$ cat src/rtl/signed_frame_extrema.sv
// Streaming signed extrema reducer: collapses each frame of FRAME_LEN two's-complement
// samples into its signed max, signed min and unsigned range, with valid/ready on both sides.
module signed_frame_extrema #(
    parameter int WIDTH     = 4,
    parameter int FRAME_LEN = 8
) (
    input  logic             clk,
    input  logic             rst_n,
    input  logic             in_valid,
    input  logic [WIDTH-1:0] in_data,
    output logic             in_ready,
    output logic             out_valid,
    input  logic             out_ready,
    output logic [WIDTH-1:0] out_max,
    output logic [WIDTH-1:0] out_min,
    output logic [WIDTH-1:0] out_range
);

    localparam int CNT_W = (FRAME_LEN > 1) ? $clog2(FRAME_LEN) : 1;
    localparam logic [CNT_W-1:0] LAST_IDX = CNT_W'(FRAME_LEN - 1);

    typedef enum logic {
        ACC  = 1'b0,
        HOLD = 1'b1
    } state_t;

    state_t           state_reg;
    logic [CNT_W-1:0] count_reg;
    logic [WIDTH-1:0] run_max_reg;
    logic [WIDTH-1:0] run_min_reg;
    logic             out_valid_reg;
    logic [WIDTH-1:0] out_max_reg;
    logic [WIDTH-1:0] out_min_reg;
    logic [WIDTH-1:0] out_range_reg;

    logic             accept;
    logic             first_sample;
    logic             last_sample;
    logic [WIDTH-1:0] max_next;
    logic [WIDTH-1:0] min_next;
    logic [WIDTH-1:0] range_next;

    // Two signed less-than comparators: [0] is max < sample, [1] is sample < min.
    logic [WIDTH-1:0] cmp_a [2];
    logic [WIDTH-1:0] cmp_b [2];
    logic [1:0]       cmp_lt;

    assign cmp_a[0] = run_max_reg;
    assign cmp_b[0] = in_data;
    assign cmp_a[1] = in_data;
    assign cmp_b[1] = run_min_reg;

    // a - b via ripple carry; less-than is the difference sign XOR the overflow flag,
    // which stays correct when the difference wraps (e.g. 7 vs -8).
    genvar gi, gj;
    generate
        for (gi = 0; gi < 2; gi++) begin : g_cmp
            logic [WIDTH:0]   carry;
            logic [WIDTH-1:0] nb;
            logic             diff_msb;
            logic             ovf;

            assign nb       = ~cmp_b[gi];
            assign carry[0] = 1'b1;
            for (gj = 0; gj < WIDTH; gj++) begin : g_bit
                assign carry[gj+1] = (cmp_a[gi][gj] & nb[gj])
                                   | (cmp_a[gi][gj] & carry[gj])
                                   | (nb[gj] & carry[gj]);
            end
            assign diff_msb   = cmp_a[gi][WIDTH-1] ^ nb[WIDTH-1] ^ carry[WIDTH-1];
            assign ovf        = carry[WIDTH] ^ carry[WIDTH-1];
            assign cmp_lt[gi] = diff_msb ^ ovf;
        end
    endgenerate

    assign accept       = in_valid && (state_reg == ACC);
    assign first_sample = (count_reg == '0);
    assign last_sample  = (count_reg == LAST_IDX);

    always_comb begin
        max_next = run_max_reg;
        min_next = run_min_reg;
        if (first_sample) begin
            max_next = in_data;
            min_next = in_data;
        end else begin
            if (cmp_lt[0]) max_next = in_data;
            if (cmp_lt[1]) min_next = in_data;
        end
    end

    // max >= min always, so the true range fits in WIDTH unsigned bits and the
    // modulo-2^WIDTH difference is already exact.
    assign range_next = max_next - min_next;

    always_ff @(posedge clk or negedge rst_n) begin
        if (!rst_n) begin
            state_reg     <= ACC;
            count_reg     <= '0;
            run_max_reg   <= '0;
            run_min_reg   <= '0;
            out_valid_reg <= 1'b0;
            out_max_reg   <= '0;
            out_min_reg   <= '0;
            out_range_reg <= '0;
        end else begin
            case (state_reg)
                ACC: begin
                    if (accept) begin
                        run_max_reg <= max_next;
                        run_min_reg <= min_next;
                        if (last_sample) begin
                            count_reg     <= '0;
                            state_reg     <= HOLD;
                            out_valid_reg <= 1'b1;
                            out_max_reg   <= max_next;
                            out_min_reg   <= min_next;
                            out_range_reg <= range_next;
                        end else begin
                            count_reg <= count_reg + CNT_W'(1);
                        end
                    end
                end
                HOLD: begin
                    if (out_ready) begin
                        state_reg     <= ACC;
                        out_valid_reg <= 1'b0;
                    end
                end
                default: begin
                    state_reg     <= ACC;
                    out_valid_reg <= 1'b0;
                end
            endcase
        end
    end

    assign in_ready  = (state_reg == ACC);
    assign out_valid = out_valid_reg;
    assign out_max   = out_max_reg;
    assign out_min   = out_min_reg;
    assign out_range = out_range_reg;

endmodule

$ cat config.mk
export PLATFORM = sky130hd
export DESIGN_NAME = signed_frame_extrema
export DESIGN_NICKNAME = d
export VERILOG_FILES = /design/src/rtl/signed_frame_extrema.sv
export SDC_FILE = /design/constraint.sdc
export NUM_CORES = 1
export LEC_CHECK = 0
export ABC_AREA = 1
export BUFFER_PORTS_ARGS = -buffer_cell sky130_fd_sc_hd__buf_2
export CELL_PAD_IN_SITES_DETAIL_PLACEMENT = 0
export CELL_PAD_IN_SITES_GLOBAL_PLACEMENT = 2
export CORE_ASPECT_RATIO = 0.5
export CORE_MARGIN = 10
export CORE_UTILIZATION = 36
export CTS_CLUSTER_SIZE = 20
export DETAILED_ROUTE_END_ITERATION = 16
export PLACE_DENSITY_LB_ADDON = 0.1
export SYNTH_ARGS = -nofsm -noshare
export SYNTH_HDL_FRONTEND = slang
export SYNTH_SLANG_ARGS = --single-unit
$ cat constraint.sdc
create_clock -name clk -period 6.71 [get_ports clk]
set_clock_uncertainty 0.15 [all_clocks]
set_input_delay 0.671 -clock clk [delete_from_list [all_inputs] [get_ports clk]]
set_output_delay 0.671 -clock clk [all_outputs]
set_load 0.02 [all_outputs]
==> results of run 1 <==
## critical path, cell delays in order
cell and delay, ns:
sky130_fd_sc_hd__buf_2 0.09, sky130_fd_sc_hd__inv_1 0.13, sky130_fd_sc_hd__nand2_1 0.07, sky130_fd_sc_hd__nand2_1 0.06, sky130_fd_sc_hd__o21ai_0 0.07, sky130_fd_sc_hd__nand2_1 0.06
sky130_fd_sc_hd__o21ai_0 0.09, sky130_fd_sc_hd__fa_1 0.42, sky130_fd_sc_hd__nand2_4 0.12, sky130_fd_sc_hd__nand2_1 0.05, sky130_fd_sc_hd__o21ai_0 0.11, sky130_fd_sc_hd__inv_1 0.08
sky130_fd_sc_hd__ha_1 0.21, sky130_fd_sc_hd__fa_1 0.38, sky130_fd_sc_hd__xor2_1 0.20, sky130_fd_sc_hd__o21ai_2 0.07
## cell type report
cell class	instances	share of cell area (%)
Multi-Input combinational cell	104	40.9
Clock buffer	3	2.64
Clock inverter	1	0.320
Sequential cell	25	40.0
Timing Repair Buffer	21	6.73
Inverter	22	5.28
Tap cell	51	4.08
## worst max-delay path by stage
| stage | from | to | slack, ns | depth (start not counted) |
|---|---|---|---|---|
| after floorplan | in_data[1] | out_range[2] | 3.81 | 15 |
| after global placement | in_data[1] | out_range[2] | 3.59 | 16 |
| after global routing | in_data[1] | out_range[2] | 3.62 | 16 |
| after detailed placement | in_data[1] | out_range[2] | 3.54 | 16 |
| final | in_data[1] | out_range[2] | 3.83 | 16 |
| after CTS | in_data[1] | out_range[2] | 3.82 | 16 |
## cells by family after synthesis
group                      after synthesis  share of synthesized area, %
and+or+nand+nor                         56                          18.6
AOI/OAI and AO/OA                       36                          15.7
buffers and inverters                   25                          8.01
DFF                                     25                          45.5
adders and majority gates               11                          11.6
xor gates and xnor gates                 1                         0.637
## metrics by stage
| step | util (%) | hold slack, ns | worst slack [ns] | total power, uW |
|---|---|---|---|---|
| after floorplan | - | 0.225 | 3.81 | 598 |
| after global placement | 42.8 | 0.311 | 3.59 | 707 |
| after global routing | 44.1 | 0.267 | 3.62 | 873 |
| final | 44.1 | 0.236 | 3.83 | 785 |
| after CTS | 44.1 | 0.258 | 3.82 | 802 |
| after detailed placement | 42.8 | 0.317 | 3.54 | 710 |
## routing by layer
layer	routed length, um	track usage (%)	share of wire, %	up-vias
li1	-	-	-	532
met4	10	0.993	0.37	0
met5	0	0	0	-
met2	1110	11.4	41	15
met1	1420	10.7	52	440
met3	184	3.65	6.7	2
## cell usage after synthesis
master	instances	area, um2
sky130_fd_sc_hd__o22ai_1	1	6.26
sky130_fd_sc_hd__a21oi_1	1	5.00
sky130_fd_sc_hd__dfrtp_1	25	626
sky130_fd_sc_hd__ha_1	8	100
sky130_fd_sc_hd__nand2_1	45	169
sky130_fd_sc_hd__inv_2	2	7.51
sky130_fd_sc_hd__o21ai_1	2	10.0
sky130_fd_sc_hd__xor2_1	1	8.76
sky130_fd_sc_hd__buf_6	2	22.5
sky130_fd_sc_hd__o21ai_2	9	78.8
sky130_fd_sc_hd__nand2_4	4	45.0
sky130_fd_sc_hd__nor2_4	1	11.3
sky130_fd_sc_hd__buf_2	1	5.00
sky130_fd_sc_hd__inv_1	20	75.1
sky130_fd_sc_hd__fa_1	3	60.1
sky130_fd_sc_hd__o21ai_0	23	115
sky130_fd_sc_hd__nand3_1	6	30.0
## power by group through the flow
stage                     logic, uW  clock network, uW  registers [uW]
after floorplan                 290                  0             308
after global placement          439                  0             268
after detailed placement        440                  0             270
after CTS                       443               91.5             268
after global routing            494                100             279
final                           430               88.4             267
## cell usage in the layout (no fill, tap or decap)
| cell | instances |
|---|---|
| sky130_fd_sc_hd__ha_1 | 8 |
| sky130_fd_sc_hd__dfrtp_1 | 25 |
| sky130_fd_sc_hd__a21oi_1 | 1 |
| sky130_fd_sc_hd__nand3_1 | 6 |
| sky130_fd_sc_hd__xor2_1 | 1 |
| sky130_fd_sc_hd__inv_1 | 20 |
| sky130_fd_sc_hd__nor2_4 | 1 |
| sky130_fd_sc_hd__o21ai_0 | 23 |
| sky130_fd_sc_hd__o21ai_1 | 2 |
| sky130_fd_sc_hd__nand2_1 | 45 |
| sky130_fd_sc_hd__clkbuf_8 | 3 |
| sky130_fd_sc_hd__clkinv_2 | 1 |
| sky130_fd_sc_hd__o22ai_1 | 1 |
| sky130_fd_sc_hd__buf_2 | 21 |
| sky130_fd_sc_hd__nand2_4 | 4 |
| sky130_fd_sc_hd__fa_1 | 3 |
| sky130_fd_sc_hd__inv_2 | 2 |
| sky130_fd_sc_hd__o21ai_2 | 9 |
==> results.md, run 1 <==
Clocking:
- Counting the buffers created by CTS gives 3.
- The root buffer cell chosen for the clock tree is sky130_fd_sc_hd__clkbuf_8.
- After clock tree synthesis, the repair step resized 0 gates.
- The register clock-pin slew on the reported worst setup and hold paths is 0.09 ns.
- The insertion delay of the later-clocked pin in the worst-skew pair is 0.26 ns.
- CTS built an H-tree with a depth of 1.
- The clock sink count is 25.
- The number of hold buffers added after CTS was 0.
- The number of setup buffers added after CTS is 0.
- The largest buffer count on any clock path is 2.
- TritonCTS built the clock tree.

STA:
- The final-report hold violation count is 0.
- In the final timing run, aggregate negative setup slack is 0 ns.
- The transition at the pin with the smallest max-transition slack is 0.571 ns.
- Setup repair after global routing left no endpoint under its margin.
- For the finished layout, the period the worst path requires is 2.88 ns.
- The maximum achievable frequency is 0.347 GHz.
- The part of the cycle the worst path needs is 42.9%.
- The relative max-transition margin is 61.9%.
- The number of endpoints failing setup at the final stage is 0.
- The total count of max-transition violations in the final report is 0.

Logic synthesis:
- Synthesis instantiated 17 different standard cells from the library.
- In this run the cell area of the synthesized design comes to 0.00138 mm2.
- The share of the Yosys chip area taken by registers is 45.5%.
- The synthesized area per cell is 8.93 um2.
- The number of nets in the synthesized netlist is 173.
- Synthesis inferred 25 register bits.
- Yosys printed 0 warnings.
- The number of standard cells after synthesis is 154.

Floorplanning:
- Once the floorplan was initialized, standard cells occupied 38.8% of the core.
- Row generation in the floorplan step produced 15 rows.
- In this run the standard cell core region covers 0.00355 mm2.
- The I/O pin count is 22.
- The die area is 0.00684 mm2.
- The chip height is 63.7 um.
- The die is 107 um wide.

Pwr:
- The switching power total is 368 uW.
- Power spread over the standard cell area amounts to 503 mW/mm2.
- The leakage power total is 0.000820 uW.
- In this run, the combinational gates consume 54.7% of the power.
- The share of power burned in the clock network is 11.3%.
- The worst-case IR drop observed on VDD is 132 uV.
- The internal power of the cells totals 418 uW.
- Of the total power, the share spent switching nets is 46.8%.
- The share of total power dissipated in sequential elements is 34.0%.

Global routing:
- The overall track demand over capacity in global routing is 7.88%.
- The via count of the first global-routing pass came to 908.
- After global routing the overflow that remains totals 0.
- The first global-routing pass estimated 4.46 mm of wire.
- Entering global routing, the biggest net connects 26 pins.
- The number of antenna violations at the first check in global routing is 0.

Final layout:
- After routing the design area is 0.00156 mm2.
- The net count of the finished layout is 196.
- The fraction of final layout cells with drive strength greater than 1 is 23.3%.
- The layout filler cell count is 370.
- The number of antenna cells inserted is 0.
- Summing all multi-input logic gate instances after layout gives 639 um2.
- Registers take 626 um2.
- The final cell count without fillers is 227.
- The area added between synthesis and finish is 13.6%.

Critical path:
- Along the worst path, the maximum fanout reaches 6.
- The worst reg2reg path endpoint is out_range[2].
- The critical path is of the in2reg type.
- In this run the critical register-to-register path is launched from run_min_reg[1].
- STA puts the critical path data required time at 6.71 ns.
- The worst register-to-register path has a setup slack of 4.05 ns.
- STA classifies the critical path startpoint as a primary input.
- The element type at the critical path end is a flip-flop.
- For the worst setup path, the data arrival time is 2.88 ns.
- Counting cells, the worst reg-to-reg path comes to 14.

Routing:
- The first-iteration detailed-routing DRC count is 34.
- The first detailed-routing pass ran for 4 iterations.
- In the routed design, unresolved DRC markers number 0.
- The per-cell via count in the routed design is 4.36.
- The total vias in the final route is 989.
- The post-detailed-routing wire length is 2.73 mm.
- The count of nets left with antenna violations once routing finished came out at 0.
- The mean routed wirelength per cell is 12.0 um.

Placed design:
- The count of buffers added on input and output ports is 21.
- Summing all placed instances gives a cell area of 0.00152 mm2.
- The HPWL after detailed placement is 2.09 mm.
- The cell total after placement is 223.
- The congestion estimate from routability-driven global placement came to 0.744.

Flow run:
- Max-cap violations in this run came to 0.

Run status:
- The flow ran to the end, and the final reports show no timing, DRC or antenna violations.

Hold path:
- The path type of the worst min-delay path is in2async.
No activity file was read; power rests on OpenSTA's default activity.
==> run 2, diff against run 1 <==
Settings changed: CORE_UTILIZATION 36 to 33.
Clock period 6.71 ns to 2.7 ns, I/O delays scaled along.
==> results.md, run 2 (synthesis results as in run 1) <==
Clocking:
- The tree is rooted in a sky130_fd_sc_hd__clkbuf_8.
- After clock tree synthesis, the clock-pin slew on the worst setup and hold paths is 0.08 ns.
- For the worst-skew pair, the clock arrives at the later sink with an insertion delay of 0.26 ns.
- TritonCTS built the clock tree.
- The number of H-tree branching levels is 1.
- The number of CTS-inserted buffers is 3.
- The clock drives 25 sinks.
- The clock passes through at most 2 buffers.

Pwr:
- The analysis attributes to cell leakage a power of 0.000864 uW.
- Of the total power, combinational logic draws 57.8%.
- The overall power after layout is 2100 uW.
- Internal power comes to 1150 uW.
- Dividing total power by cell area gives a power density of 1260 mW/mm2.
- The worst voltage drop across the vdd grid is 467 uV.
- The share of power burned in the clock network is 10.5%.
- The analysis attributes to net switching a power of 954 uW.
- The fraction of power consumed by sequential logic is 31.8%.
- In this run switching power makes up 45.4% of total power.

Final layout:
- Compared with the post-synthesis result, the final layout area differs by 20.9%.
- The fraction of final layout cells with drive strength greater than 1 is 28.6%.
- Summing all non-filler instances in the final layout gives an area of 0.00166 mm2.
- The count of cells in the finished layout, fillers not included, comes to 239.
- Leaving out fill and tap cells, the most frequent cell in the layout is sky130_fd_sc_hd__nand2_1.
- In the layout the commonest cells are sky130_fd_sc_hd__nand2_1, sky130_fd_sc_hd__dfrtp_1, sky130_fd_sc_hd__o21ai_0, sky130_fd_sc_hd__buf_2, sky130_fd_sc_hd__inv_1.
- The layout filler cell count is 417.
- The number of antenna cells inserted is 0.
- The net count of the finished layout is 205.
- The utilization of the core after routing is 42.0%.

Routing:
- The per-cell via count in the routed design is 4.34.
- The post-detailed-routing wire length is 2.86 mm.
- The first detailed-routing pass took 4 iterations.
- The number of remaining DRC errors is 0.
- The total vias in the final route is 1,037.
- After detailed routing, the average wire length per cell comes to 11.9 um.
- For this block, the initial DRC count from the detailed router was 39.
- The number of nets with antenna violations after detailed routing is 0.

Floorplanning:
- The core area is 0.00396 mm2.
- The horizontal die dimension is 111 um.
- The chip height is 65.6 um.
- The initial utilization of the core area, before any placement, comes to 34.7%.
- The initialized floorplan defines 16 standard-cell rows.
- 22 I/O pins were placed.
- The floorplan step defined a die boundary enclosing 0.00731 mm2.

STA:
- The total count of max-transition violations in the final report was 0.
- The part of the cycle the worst path needs is 93.5%.
- At the pin with the least slew margin, the transition time is 0.572 ns.
- The final-report hold violation count is 0.
- The number of endpoints failing setup at the final stage is 0.
- The clock period could shrink to 2.52 ns.
- For this run, the top clock speed supported by timing is 0.396 GHz.
- The relative max-transition margin is 61.9%.

Placed design:
- At the end of routability-driven placement, the weighted congestion stood at 0.751.
- The HPWL after detailed placement is 2.26 mm.
- The cell area after placement is 0.00157 mm2.
- The number of placed instances, taps included, is 233.
- The count of buffers added on input and output ports is 21.

Global routing:
- For met1 alone, demand over resource in global routing was 10.4%.
- The met3 capacity usage during global routing is 2.90%.
- For this run, the total global-route usage over all layers was measured as 7.87%.
- For this run, global-route usage on met2 was measured as 12.4%.
- The via count of the first global-routing pass is 1,016.
- The final global-route overflow total is 0.
- After global routing, the most crowded layer is met2.
- The number of antenna violations at the first check in global routing came to 0.
- The largest net degree at the start of global routing is 26.
- The first global-routing pass estimated 4.85 mm of wire.

Critical path:
- The worst setup path is captured at a flip-flop.
- The kind of start point of the critical path is a flip-flop.
- The critical path data arrival time is 2.52 ns.
- The worst-path maximum fanout is 6.
- By startpoint and endpoint, the worst setup path is classified as reg2reg.
- At the worst endpoint, the required time is 2.70 ns.

Run status:
- The run finished with clean final reports.

Hold path:
- The path class of the tightest hold or removal check is in2reg.

Flow run:
- The max-cap violation count is 0.
==> run 2: power groups by stage <==
stage	combinational, uW	sequential (uW)	clock (uW)
2_1_floorplan	720	766	0
3_3_place_gp	1180	669	0
3_5_place_dp	1180	673	0
4_1_cts	1190	666	231
5_1_grt	1410	694	246
6_report	1210	667	220
==> run 2: area by class of cell <==
class,count,area (um2),area share (%)
clock buffers,4,45.0,2.71
inverters,22,82.6,4.97
repair buffers,30,175,10.5
multi-input cells,104,667,40.1
well taps,54,67.6,4.06
flip-flops and latches,25,626,37.6
==> run 2: repair_timing <==
action | 4_1_cts | 5_1_grt
resized for setup | 0 | 7
hold endpoints to repair | 25 | 0
endpoints found under the setup margin | 0 | 3
buffers inserted | 0 | 1
hold buffers | 1 | 0
==> run 2: worst max-delay path: stages (launching register included) <==
cell and delay, ns:
sky130_fd_sc_hd__dfrtp_1 0.42, sky130_fd_sc_hd__o22ai_2 0.17, sky130_fd_sc_hd__nand2_1 0.07, sky130_fd_sc_hd__o21ai_0 0.07, sky130_fd_sc_hd__nand2_1 0.09, sky130_fd_sc_hd__fa_2 0.36
sky130_fd_sc_hd__nand2_4 0.12, sky130_fd_sc_hd__o21ai_1 0.09, sky130_fd_sc_hd__ha_1 0.24, sky130_fd_sc_hd__fa_1 0.38, sky130_fd_sc_hd__xor2_1 0.17, sky130_fd_sc_hd__o21ai_2 0.07
==> run 2: per-stage QoR <==
step                TNS [ns]  hold slack (ns)  worst slack [ns]
floorplan                  0           -0.176             0.205
global placement           0            0.161            0.0243
detailed placement   -0.0145            0.157           -0.0145
CTS                        0           0.0532            0.0586
global route        -0.00357           0.0648          -0.00357
finish                     0           0.0530             0.176
==> run 2: metal layers <==
metal / up-vias / wire length [um] / part of all wire, %
met5: - / 0 / 0
met4: 0 / 10 / 0.35
met3: 2 / 151 / 5.3
met2: 16 / 1220 / 43
met1: 469 / 1480 / 52
li1: 550 / - / -
==> run 2: path summary, 6_finish.rpt <==
kind                            slack (ns)      startpoint            to  depth (start not counted)
worst max-delay path                  0.18  run_max_reg[1]  out_range[2]                         11
max in group asynchronous             1.63           rst_n  count_reg[0]                          2
worst min register to register        0.33    out_range[1]  out_range[1]                          2
min in group asynchronous             0.39           rst_n     out_valid                          2
worst max register to register        0.18  run_max_reg[1]  out_range[2]                         11
worst min-delay path                  0.05       out_ready     state_reg                          2
